==> src/rtl/decode_stage_pkg.sv <==
// Shared types for the RV32I decode stage: ALU control encodings, operand
// selects, opcode constants and the decoded bundle carried to execute.
package decode_stage_pkg;

    localparam int XLEN = 32;

    typedef enum logic [2:0] {
        ADD     = 3'b000,
        L_SHIFT = 3'b001,
        SLT     = 3'b010,
        U_SLT   = 3'b011,
        XOR     = 3'b100,
        R_SHIFT = 3'b101,
        OR      = 3'b110,
        AND     = 3'b111
    } alu3_t;

    typedef enum logic [6:0] {
        I_STD = 7'b0000000,
        I_NEG = 7'b0100000
    } alu7_t;

    typedef enum logic [1:0] {
        SRC1_RS1  = 2'd0,
        SRC1_PC   = 2'd1,
        SRC1_ZERO = 2'd2
    } src1_sel_t;

    typedef enum logic {
        SRC2_RS2 = 1'b0,
        SRC2_IMM = 1'b1
    } src2_sel_t;

    localparam logic [6:0] OPC_OP     = 7'b0110011;
    localparam logic [6:0] OPC_OP_IMM = 7'b0010011;
    localparam logic [6:0] OPC_LUI    = 7'b0110111;
    localparam logic [6:0] OPC_AUIPC  = 7'b0010111;
    localparam logic [6:0] OPC_LOAD   = 7'b0000011;
    localparam logic [6:0] OPC_STORE  = 7'b0100011;
    localparam logic [6:0] OPC_BRANCH = 7'b1100011;
    localparam logic [6:0] OPC_JAL    = 7'b1101111;
    localparam logic [6:0] OPC_JALR   = 7'b1100111;

    typedef struct packed {
        alu3_t           alu3;
        alu7_t           alu7;
        src1_sel_t       src1_sel;
        src2_sel_t       src2_sel;
        logic [XLEN-1:0] imm;
        logic [4:0]      rs1;
        logic [4:0]      rs2;
        logic [4:0]      rd;
        logic            reg_write;
        logic            mem_read;
        logic            mem_write;
        logic            branch;
        logic            jump;
        logic            illegal;
        logic [XLEN-1:0] pc;
    } decode_bundle_t;

endpackage

==> src/rtl/decode_stage_if.sv <==
// Fetch-side and execute-side handshake plus decoded payload of the decode stage.
interface decode_stage_if;
    import decode_stage_pkg::*;

    logic            in_valid_i;
    logic            in_ready_o;
    logic [31:0]     instr_i;
    logic [XLEN-1:0] pc_i;
    logic            out_valid_o;
    logic            out_ready_i;
    alu3_t           alu3_o;
    alu7_t           alu7_o;
    src1_sel_t       src1_sel_o;
    src2_sel_t       src2_sel_o;
    logic [XLEN-1:0] imm_o;
    logic [4:0]      rs1_o;
    logic [4:0]      rs2_o;
    logic [4:0]      rd_o;
    logic            reg_write_o;
    logic            mem_read_o;
    logic            mem_write_o;
    logic            branch_o;
    logic            jump_o;
    logic            illegal_o;
    logic [XLEN-1:0] pc_o;

    // Decode stage view.
    modport slave (
        input  in_valid_i, instr_i, pc_i, out_ready_i,
        output in_ready_o, out_valid_o, alu3_o, alu7_o, src1_sel_o, src2_sel_o,
               imm_o, rs1_o, rs2_o, rd_o, reg_write_o, mem_read_o, mem_write_o,
               branch_o, jump_o, illegal_o, pc_o
    );

    // Surrounding pipeline view (fetch drives, execute consumes).
    modport master (
        output in_valid_i, instr_i, pc_i, out_ready_i,
        input  in_ready_o, out_valid_o, alu3_o, alu7_o, src1_sel_o, src2_sel_o,
               imm_o, rs1_o, rs2_o, rd_o, reg_write_o, mem_read_o, mem_write_o,
               branch_o, jump_o, illegal_o, pc_o
    );

endinterface

==> src/rtl/decode_stage_instr_decoder.sv <==
// Pure combinational RV32I decoder: instruction word + PC -> decoded bundle.
module instr_decoder
    import decode_stage_pkg::*;
(
    input  logic [31:0]     instr_i,
    input  logic [XLEN-1:0] pc_i,
    output decode_bundle_t  dec_o
);

    logic [6:0]      opcode;
    logic [2:0]      funct3;
    logic [6:0]      funct7;
    logic [XLEN-1:0] imm_i_type;
    logic [XLEN-1:0] imm_s_type;
    logic [XLEN-1:0] imm_b_type;
    logic [XLEN-1:0] imm_u_type;
    logic [XLEN-1:0] imm_j_type;
    logic            writes_rd;

    assign opcode     = instr_i[6:0];
    assign funct3     = instr_i[14:12];
    assign funct7     = instr_i[31:25];
    assign imm_i_type = {{20{instr_i[31]}}, instr_i[31:20]};
    assign imm_s_type = {{20{instr_i[31]}}, instr_i[31:25], instr_i[11:7]};
    assign imm_b_type = {{19{instr_i[31]}}, instr_i[31], instr_i[7], instr_i[30:25], instr_i[11:8], 1'b0};
    assign imm_u_type = {instr_i[31:12], 12'b0};
    assign imm_j_type = {{11{instr_i[31]}}, instr_i[31], instr_i[19:12], instr_i[20], instr_i[30:21], 1'b0};

    // Map opcode/funct fields to ALU control, operand selects, immediate and side effects.
    always_comb begin
        // NOTE: every field gets a default before the case so no path can infer a latch.
        dec_o          = '0;
        dec_o.alu3     = ADD;
        dec_o.alu7     = I_STD;
        dec_o.src1_sel = SRC1_RS1;
        dec_o.src2_sel = SRC2_RS2;
        dec_o.rs1      = instr_i[19:15];
        dec_o.rs2      = instr_i[24:20];
        dec_o.rd       = instr_i[11:7];
        dec_o.pc       = pc_i;
        writes_rd      = 1'b0;

        case (opcode)
            OPC_OP: begin
                dec_o.alu3 = alu3_t'(funct3);
                dec_o.alu7 = (funct7 == 7'b0100000) ? I_NEG : I_STD;
                writes_rd  = 1'b1;
                if (funct7 != 7'b0000000 && funct7 != 7'b0100000)
                    dec_o.illegal = 1'b1;
                else if (funct7 == 7'b0100000 && funct3 != 3'b000 && funct3 != 3'b101)
                    dec_o.illegal = 1'b1;
            end
            OPC_OP_IMM: begin
                dec_o.alu3     = alu3_t'(funct3);
                dec_o.src2_sel = SRC2_IMM;
                dec_o.imm      = imm_i_type;
                writes_rd      = 1'b1;
                if (funct3 == 3'b101) begin
                    // Shift-right type comes from imm[11:5].
                    if (funct7 == 7'b0100000) dec_o.alu7 = I_NEG;
                    else if (funct7 != 7'b0000000) dec_o.illegal = 1'b1;
                end else if (funct3 == 3'b001 && funct7 != 7'b0000000) begin
                    dec_o.illegal = 1'b1;
                end
            end
            OPC_LUI: begin
                dec_o.src1_sel = SRC1_ZERO;
                dec_o.src2_sel = SRC2_IMM;
                dec_o.imm      = imm_u_type;
                writes_rd      = 1'b1;
            end
            OPC_AUIPC: begin
                dec_o.src1_sel = SRC1_PC;
                dec_o.src2_sel = SRC2_IMM;
                dec_o.imm      = imm_u_type;
                writes_rd      = 1'b1;
            end
            OPC_LOAD: begin
                dec_o.src2_sel = SRC2_IMM;
                dec_o.imm      = imm_i_type;
                dec_o.mem_read = 1'b1;
                writes_rd      = 1'b1;
                if (funct3 == 3'b011 || funct3 == 3'b110 || funct3 == 3'b111)
                    dec_o.illegal = 1'b1;
            end
            OPC_STORE: begin
                dec_o.src2_sel  = SRC2_IMM;
                dec_o.imm       = imm_s_type;
                dec_o.mem_write = 1'b1;
                if (funct3 > 3'b010) dec_o.illegal = 1'b1;
            end
            OPC_BRANCH: begin
                dec_o.imm    = imm_b_type;
                dec_o.branch = 1'b1;
                case (funct3)
                    3'b000, 3'b001: dec_o.alu7 = I_NEG;
                    3'b100, 3'b101: dec_o.alu3 = SLT;
                    3'b110, 3'b111: dec_o.alu3 = U_SLT;
                    default:        dec_o.illegal = 1'b1;
                endcase
            end
            OPC_JAL: begin
                dec_o.src1_sel = SRC1_PC;
                dec_o.src2_sel = SRC2_IMM;
                dec_o.imm      = imm_j_type;
                dec_o.jump     = 1'b1;
                writes_rd      = 1'b1;
            end
            OPC_JALR: begin
                dec_o.src2_sel = SRC2_IMM;
                dec_o.imm      = imm_i_type;
                dec_o.jump     = 1'b1;
                writes_rd      = 1'b1;
                if (funct3 != 3'b000) dec_o.illegal = 1'b1;
            end
            default: dec_o.illegal = 1'b1;
        endcase

        // An illegal encoding is still delivered but must not cause any side effect.
        dec_o.reg_write = writes_rd && (dec_o.rd != 5'd0) && !dec_o.illegal;
        if (dec_o.illegal) begin
            dec_o.mem_read  = 1'b0;
            dec_o.mem_write = 1'b0;
            dec_o.branch    = 1'b0;
            dec_o.jump      = 1'b0;
        end
    end

endmodule

==> src/rtl/decode_stage.sv <==
// RV32I decode pipeline stage: registered ID/EX slot plus one skid entry so
// in_ready can be registered without losing throughput.
module decode_stage
    import decode_stage_pkg::*;
(
    input  logic           clk_i,
    input  logic           rst_i,
    input  logic           flush_i,
    decode_stage_if.slave  bus
);

    decode_bundle_t dec;
    decode_bundle_t out_q, out_d;
    decode_bundle_t skid_q, skid_d;
    logic           out_valid_q, out_valid_d;
    logic           skid_valid_q, skid_valid_d;
    logic           in_ready_q, in_ready_d;
    logic           accept;
    logic           drain;

    instr_decoder u_instr_decoder (
        .instr_i (bus.instr_i),
        .pc_i    (bus.pc_i),
        .dec_o   (dec)
    );

    assign accept = bus.in_valid_i && in_ready_q;
    assign drain  = out_valid_q && bus.out_ready_i;

    // Next-state of output slot and skid entry; flush discards both and drops any accept.
    always_comb begin
        out_d        = out_q;
        out_valid_d  = out_valid_q;
        skid_d       = skid_q;
        skid_valid_d = skid_valid_q;
        if (flush_i) begin
            out_valid_d  = 1'b0;
            skid_valid_d = 1'b0;
        end else if (!out_valid_q || drain) begin
            // Skid is only ever full while in_ready is low, so no accept competes with it.
            if (skid_valid_q) begin
                out_d        = skid_q;
                out_valid_d  = 1'b1;
                skid_valid_d = 1'b0;
            end else begin
                out_valid_d = accept;
                if (accept) out_d = dec;
            end
        end else if (accept) begin
            skid_d       = dec;
            skid_valid_d = 1'b1;
        end
        in_ready_d = !skid_valid_d;
    end

    // State registers with synchronous reset.
    always_ff @(posedge clk_i) begin
        if (rst_i) begin
            // NOTE: the payload flops are reset too so every output reads 0 out of reset.
            out_q        <= '0;
            skid_q       <= '0;
            out_valid_q  <= 1'b0;
            skid_valid_q <= 1'b0;
            in_ready_q   <= 1'b1;
        end else begin
            // NOTE: non-blocking assignments so all state updates see pre-edge values.
            out_q        <= out_d;
            skid_q       <= skid_d;
            out_valid_q  <= out_valid_d;
            skid_valid_q <= skid_valid_d;
            in_ready_q   <= in_ready_d;
        end
    end

    assign bus.in_ready_o  = in_ready_q;
    assign bus.out_valid_o = out_valid_q;
    assign bus.alu3_o      = out_q.alu3;
    assign bus.alu7_o      = out_q.alu7;
    assign bus.src1_sel_o  = out_q.src1_sel;
    assign bus.src2_sel_o  = out_q.src2_sel;
    assign bus.imm_o       = out_q.imm;
    assign bus.rs1_o       = out_q.rs1;
    assign bus.rs2_o       = out_q.rs2;
    assign bus.rd_o        = out_q.rd;
    assign bus.reg_write_o = out_q.reg_write;
    assign bus.mem_read_o  = out_q.mem_read;
    assign bus.mem_write_o = out_q.mem_write;
    assign bus.branch_o    = out_q.branch;
    assign bus.jump_o      = out_q.jump;
    assign bus.illegal_o   = out_q.illegal;
    assign bus.pc_o        = out_q.pc;

endmodule
==> src/flat_wrapper.sv <==
// flat-port wrapper written by rule: the top's interface ports become plain ports
module decode_stage_flat import decode_stage_pkg::*;
  (clk_i, rst_i, flush_i, bus_in_valid_i, bus_instr_i, bus_pc_i, bus_out_ready_i, bus_in_ready_o, bus_out_valid_o, bus_alu3_o, bus_alu7_o, bus_src1_sel_o, bus_src2_sel_o, bus_imm_o, bus_rs1_o, bus_rs2_o, bus_rd_o, bus_reg_write_o, bus_mem_read_o, bus_mem_write_o, bus_branch_o, bus_jump_o, bus_illegal_o, bus_pc_o);
  decode_stage_if bus_i ();
  input  logic clk_i;
  input  logic rst_i;
  input  logic flush_i;
  input wire logic [$bits(bus_i.in_valid_i)-1:0] bus_in_valid_i;
  input wire logic [$bits(bus_i.instr_i)-1:0] bus_instr_i;
  input wire logic [$bits(bus_i.pc_i)-1:0] bus_pc_i;
  input wire logic [$bits(bus_i.out_ready_i)-1:0] bus_out_ready_i;
  output wire logic [$bits(bus_i.in_ready_o)-1:0] bus_in_ready_o;
  output wire logic [$bits(bus_i.out_valid_o)-1:0] bus_out_valid_o;
  output wire logic [$bits(bus_i.alu3_o)-1:0] bus_alu3_o;
  output wire logic [$bits(bus_i.alu7_o)-1:0] bus_alu7_o;
  output wire logic [$bits(bus_i.src1_sel_o)-1:0] bus_src1_sel_o;
  output wire logic [$bits(bus_i.src2_sel_o)-1:0] bus_src2_sel_o;
  output wire logic [$bits(bus_i.imm_o)-1:0] bus_imm_o;
  output wire logic [$bits(bus_i.rs1_o)-1:0] bus_rs1_o;
  output wire logic [$bits(bus_i.rs2_o)-1:0] bus_rs2_o;
  output wire logic [$bits(bus_i.rd_o)-1:0] bus_rd_o;
  output wire logic [$bits(bus_i.reg_write_o)-1:0] bus_reg_write_o;
  output wire logic [$bits(bus_i.mem_read_o)-1:0] bus_mem_read_o;
  output wire logic [$bits(bus_i.mem_write_o)-1:0] bus_mem_write_o;
  output wire logic [$bits(bus_i.branch_o)-1:0] bus_branch_o;
  output wire logic [$bits(bus_i.jump_o)-1:0] bus_jump_o;
  output wire logic [$bits(bus_i.illegal_o)-1:0] bus_illegal_o;
  output wire logic [$bits(bus_i.pc_o)-1:0] bus_pc_o;
  assign bus_i.in_valid_i = bus_in_valid_i;
  assign bus_i.instr_i = bus_instr_i;
  assign bus_i.pc_i = bus_pc_i;
  assign bus_i.out_ready_i = bus_out_ready_i;
  assign bus_in_ready_o = bus_i.in_ready_o;
  assign bus_out_valid_o = bus_i.out_valid_o;
  assign bus_alu3_o = bus_i.alu3_o;
  assign bus_alu7_o = bus_i.alu7_o;
  assign bus_src1_sel_o = bus_i.src1_sel_o;
  assign bus_src2_sel_o = bus_i.src2_sel_o;
  assign bus_imm_o = bus_i.imm_o;
  assign bus_rs1_o = bus_i.rs1_o;
  assign bus_rs2_o = bus_i.rs2_o;
  assign bus_rd_o = bus_i.rd_o;
  assign bus_reg_write_o = bus_i.reg_write_o;
  assign bus_mem_read_o = bus_i.mem_read_o;
  assign bus_mem_write_o = bus_i.mem_write_o;
  assign bus_branch_o = bus_i.branch_o;
  assign bus_jump_o = bus_i.jump_o;
  assign bus_illegal_o = bus_i.illegal_o;
  assign bus_pc_o = bus_i.pc_o;
  decode_stage u_core (.clk_i(clk_i), .rst_i(rst_i), .flush_i(flush_i), .bus(bus_i));
endmodule
==> config.mk <==
export PLATFORM = sky130hd
export DESIGN_NAME = decode_stage_flat
export DESIGN_NICKNAME = d
export VERILOG_FILES = /design/src/rtl/decode_stage_pkg.sv /design/src/rtl/decode_stage_if.sv /design/src/rtl/decode_stage_instr_decoder.sv /design/src/rtl/decode_stage.sv /design/src/flat_wrapper.sv
export SDC_FILE = /design/constraint.sdc
export NUM_CORES = 1
export LEC_CHECK = 0
export ABC_AREA = 1
export CORE_ASPECT_RATIO = 1.75
export CORE_MARGIN = 2
export CORE_UTILIZATION = 55
export DETAILED_ROUTE_END_ITERATION = 10
export GPL_TIMING_DRIVEN = 1
export HOLD_SLACK_MARGIN = 0.03
export PLACE_DENSITY = 0.82
export REMOVE_ABC_BUFFERS = 1
export SYNTH_ARGS = -nofsm -noshare
export SYNTH_HDL_FRONTEND = slang
export SYNTH_HIERARCHICAL = 1
export SYNTH_SLANG_ARGS = --single-unit
==> constraint.sdc <==
create_clock -name clk_i -period 2.2 [get_ports clk_i]
set_input_delay 0.44 -clock clk_i [delete_from_list [all_inputs] [get_ports clk_i]]
set_output_delay 0.44 -clock clk_i [all_outputs]
set_load 0.01 [all_outputs]
==> After elaboration in Yosys (flattened, before gate mapping) <==
Index checks and enable logic that the tools add are counted.
{ "classes": {"n_addsub": 0, "multipliers": 0, "div_mod_pow": 0, "order_cmp": 1, "eq_ne": 18, "shifts": 0, "mux": 31, "bitwise": 2, "reduce_logical": 33} }
{ "ops": {"columns": ["operator", "n"], "rows": [
  ["2-to-1 mux 98 bit", 2],
  ["case mux 32 bit (5 select lines)", 1],
  ["case mux 10 bit (3 select lines)", 1],
  ["equality test 7 x 6 -> 1 bit (second input constant)", 4],
  ["equality test 7 bit (second input constant)", 3],
  ["2-to-1 mux 1 bit", 20],
  ["2-to-1 mux 6 bit", 3],
  ["equality test 7 x 5 -> 1 bit (second input constant)", 2],
  ["OR reduction 2 bit", 7],
  ["OR reduction 7 bit", 2],
  ["equality test 3 bit (second input constant)", 4],
  ["logical AND 1 bit", 8],
  ["case mux 2 bit (2 select lines)", 2],
  ["equality test 7 x 2 -> 1 bit (second input constant)", 1],
  ["!= test 7 x 6 -> 1 bit (second input constant)", 1],
  ["case mux 1 bit (7 select lines)", 1],
  ["nonzero test 7 bit", 1],
  ["AND reduction 3 bit", 2],
  ["OR reduction 3 bit", 2],
  ["OR reduction 6 bit", 1],
  ["nonzero test 5 bit", 1],
  ["2-to-1 mux 4 bit", 1],
  ["equality test 3 x 1 -> 1 bit (second input constant)", 1],
  ["equality test 3 x 2 -> 1 bit (second input constant)", 1],
  ["other kinds (8)", 13]
]} }
{ "totals": {"regBits": 199, "latch_bits": 0, "ramBits": 0, "romBits": 0, "input_bits": 69, "n_memories": 0} }

==> Longest topological paths before layout <==
{ "depth": {"ltp_word": 10, "mapped_depth": 14} }

==> Hierarchy <==
The synthesis kept the hierarchy.
{ "modules_own_cells": {"columns": ["module", "instances", "cells_each", "area_per_inst_um2", "seq_area_each_um2"], "rows": [
  ["decode_stage", 1, 1495, 9369.0, 3983.8],
  ["instr_decoder", 1, 217, 1197.4, 0.0]
]} }

==> Worst setup path before layout <==
Ideal clock, no wire load.
{ "synth_path": {"path_type": "input to register", "from": "input bus_instr_i[1]", "to": "register u_core.out_q (netlist bit u_core/bus.illegal_o)", "setup_ns": 0.113, "arrival_ns": 1.587, "required_time_ns": 2.087, "slack_ns": 0.500, "cell_stages": 12, "n_path_buf": 0, "cell_sequence": "nand2_2 inv_1 nand2_1 a21oi_4 nor2_2 nand2_2 nor2_2 or2_1 inv_1 o21ai_0 nor2_1 nor2_1"} }
{ "synth_rtl": {"columns": ["item", "line", "rtl"], "rows": [
  ["start: declaration", "flat_wrapper.sv:9", "input wire logic [$bits(bus_i.instr_i)-1:0] bus_instr_i;"],
  ["end signal: assignment", "decode_stage.sv:67", "out_q <= out_d;"],
  ["end: declaration", "decode_stage.sv:13", "decode_bundle_t out_q, out_d;"]
]} }

==> results.toml <==
[critical_path]
r2r_setup_slack_ns = 0.83
cp.depth = 14
timing.rr.start = "u_core/bus.in_ready_o$_SDFF_PP1_"
cp-endpoint = "u_core/bus.imm_o[28]$_SDFFE_PP0P_"
cp_common_cell = "nand2_2"
crit_chain = "clkdlybuf4s50_1 -> inv_2 -> nand2_2 -> nor2_8 -> inv_4 -> o21ai_2 -> nor2_4 -> nand2_2 -> nand2_2 -> o21ai_0 -> inv_1 -> o21ai_0 -> nor2_1 -> nor2_1"
slowest_stage = "clkdlybuf4s50_1"
crit_required_ns = 2.56
reg2reg_depth = 7
max_stage_delay_ns = 0.45
cp-startpoint = "bus_instr_i[2]"
crit_fanout = 12
critPathBufInv = 4
critPathArrivalTime_ns = 2.41
cp-start-kind = "input port"
end_kind = "flop"
timing.rr.end = "u_core/skid_q[88]$_SDFFE_PP0P_"
cp_top_family = "simple AND/OR/NAND/NOR gates"
critPathKind = "in2reg"

[cts]
clock-root-buffer = "clkbuf_16"
hold_buffers = 0
cts_num_sinks = 199
clkLatencyLatePin_ns = 0.43
clk_pin_slew_worst_paths_ns = 0.07
cts.path.max_buffers = 2
h-tree-depth = 4
cts_tree = "built"
numCtsBuffers = 17

[hold_path]
hold_path_depth = 2
hold_path.class = "reg2reg"

[finish]
syn_to_final_growth_pct = 22.12
final_util_pct = 67.81
drive_above_1_share_pct = 6.714
final_nets = 1875
num-fill-cells = 1649

[placed_design]
port_buffers = 168
dp_slack_ns = -0.2613
dp_hpwl_um = 17210
gp_congestion = 0.8561

[route]
vias = 10230
viasPerCell = 4.966
routed_wl_um = 25110
drc = 0
ant_nets = 0
drt-wirelength-per-cell_um = 12.19
drt_first_pass_iters = 5
drt_iter0_markers = 608

[floorplanning]
placementRows = 67
die_w_um = 108.8
design.core.area_sq_um = 19030
io_pins = 169
die-area_sq_um = 20380
die_h_um = 187.4
start_util_pct = 55.53

[synth]
ys_types = 30
ys.warnings.count = 6
syn_area_sq_um = 10570
async_flop_share_pct = 0
synth_common_cells = "nand2_1 (426), nor2_1 (319), inv_1 (227)"
ys_seq_area_share_pct = 37.70
syn_avg_cell_area_sq_um = 6.172
yosys-top-cells-area = "dfxtp_1 (38%), nand2_1 (15%), nor2_1 (11%), inv_1 (8.1%), o21ai_0 (5.8%)"
synth-main-ff-cell = "dfxtp_1"
synth_top_cell_by_area = "dfxtp_1"
synth.most_common_cell = "nand2_1"
synth_cells = 1712
synth_edf_count = 0
synth_top_area_share_pct = 37.70
ys_ff_latch = 199

[sta]
period_minus_slack_ns = 2.045
max-slew-margin-rel_pct = 61.93
fin_crit_sh_pct = 92.94
skew_ns = 0.006071
finalSetupViolCount = 0
tns_ns = 0
max_freq_ghz = 0.4891
hold_violations = 0
maxSlewViolCount = 0
setup_ws_ns = 0.1554
tightest_slew_ns = 0.5637
rsz0062_at_grt = "false"

[global_routing]
grt_overflow = 0
grt_max_degree = 99
grt_pass1_vias = 9258
track_usage_pct = 25.15
grt_pass1_wl_um = 41770
grt_antenna_before_repair = 1

[pwr]
vdd_drop_max_uv = 469.2
p_per_area_nw_per_um2 = 629.6
power_leakage_nw = 5.873

[outcome]
status = "finished clean"

[job]
drv_cap = 0
## where the power goes
group	switching (mW)	leakage, nW	internal [mW]
combinational	0.676	3.97	0.588
sequential	0.0794	1.62	3.75
clock	1.33	0.275	1.70
total	2.08	5.87	6.04
## worst reg2reg max path: cells and delay by family, from the launching register on
kind / cells / cell delay, ns
flops: 1 / 0.33
simple gates: 5 / 0.47
buf+inv: 2 / 0.45
## worst min path at each step
| stage | from | end | slack [ns] |
|---|---|---|---|
| after floorplan | u_core/skid_q[88]$_SDFFE_PP0P_ | u_core/skid_q[88]$_SDFFE_PP0P_ | 0.45 |
| final | u_core/skid_q[17]$_SDFFE_PP0P_ | u_core/skid_q[17]$_SDFFE_PP0P_ | 0.48 |
| after global placement | u_core/skid_q[44]$_SDFFE_PP0P_ | u_core/skid_q[44]$_SDFFE_PP0P_ | 0.46 |
| after detailed placement | u_core/skid_q[17]$_SDFFE_PP0P_ | u_core/skid_q[17]$_SDFFE_PP0P_ | 0.47 |
| after global routing | u_core/skid_q[7]$_SDFFE_PP0P_ | u_core/skid_q[7]$_SDFFE_PP0P_ | 0.50 |
| after CTS | u_core/skid_q[41]$_SDFFE_PP0P_ | u_core/skid_q[41]$_SDFFE_PP0P_ | 0.49 |
## sequential cells by signal, summed over array words and instances, names as in the netlist, 2 cells and up
name / count
u_core/bus.rs1_o: 5
u_core/bus.alu7_o: 7
u_core/bus.pc_o: 32
u_core/skid_q: 98
u_core/bus.rd_o: 5
u_core/bus.imm_o: 32
u_core/bus.alu3_o: 3
u_core/bus.src1_sel_o: 2
u_core/bus.rs2_o: 5
## metal layers
| layer | GRT usage, % | up-vias | part of all wire [%] |
|---|---|---|---|
| met1 | 28.24 | 4563 | 40 |
| met3 | 3.833 | 60 | 4.0 |
| met4 | 12.62 | 0 | 3.9 |
| met2 | 44.95 | 277 | 52 |
| li1 | - | 5325 | - |
| met5 | 0 | - | 0 |
## area by class of cell
type                    count  area, sq um  share of cell area, %
inverters                 234        890.9                  6.904
clock buffers              24        501.7                  3.888
clock inverters             6        65.06                 0.5042
multi-input cells        1123         4800                  37.20
flip-flops and latches    199         3988                  30.90
repair buffers            231         2355                  18.25
diodes                      1        2.502                0.01939
well taps                 241        301.5                  2.337
## through the flow
stage	std cells	power, mW	instance area, sq um	hold slack [ns]
3_3_place_gp	2028	5.145	12320	0.4603
4_1_cts	2058	8.196	12890	0.4851
5_1_grt	2059	8.489	12900	0.5032
3_5_place_dp	2028	5.170	12320	0.4686
2_1_floorplan	1556	4.570	9637	0.4514
6_report	2059	8.125	12900	0.4816
## logic make-up after synthesis
group | after synthesis | synth area share (%)
flip-flops | 199 | 37.70
buffers and inverters | 395 | 17.31
AO/OA/AOI/OAI | 232 | 11.25
AND/OR/NAND/NOR | 885 | 33.70
other | 1 | 0.03549
## layout by cell type, fill, tap and decap left out, types with 2 or more instances in the layout
master | synthesis | layout
clkdlybuf4s50_1 | 0 | 168
dfxtp_1 | 199 | 198
nand2_2 | 8 | 8
inv_2 | 6 | 4
o21ai_0 | 122 | 122
conb_1 | 1 | 6
buf_4 | 63 | 47
inv_6 | 0 | 3
clkbuf_1 | 47 | 2
o22ai_1 | 5 | 5
inv_1 | 227 | 227
a21oi_1 | 100 | 100
clkbuf_16 | 0 | 17
buf_12 | 0 | 16
nand2_1 | 426 | 426
clkbuf_8 | 0 | 5
nor2_2 | 4 | 4
inv_4 | 1 | 2
nand3_1 | 112 | 112
nor2_1 | 319 | 317
clkinvlp_4 | 0 | 2
nor2_4 | 3 | 5
nor3_1 | 7 | 6
## what timing repair did
| item | 4_1_cts | 5_1_grt |
|---|---|---|
| gates resized for setup | 0 | 4 |
| endpoints found under the setup margin | 0 | 6 |
| setup buffers | 0 | 0 |
(Power assumes the default switching activity.)
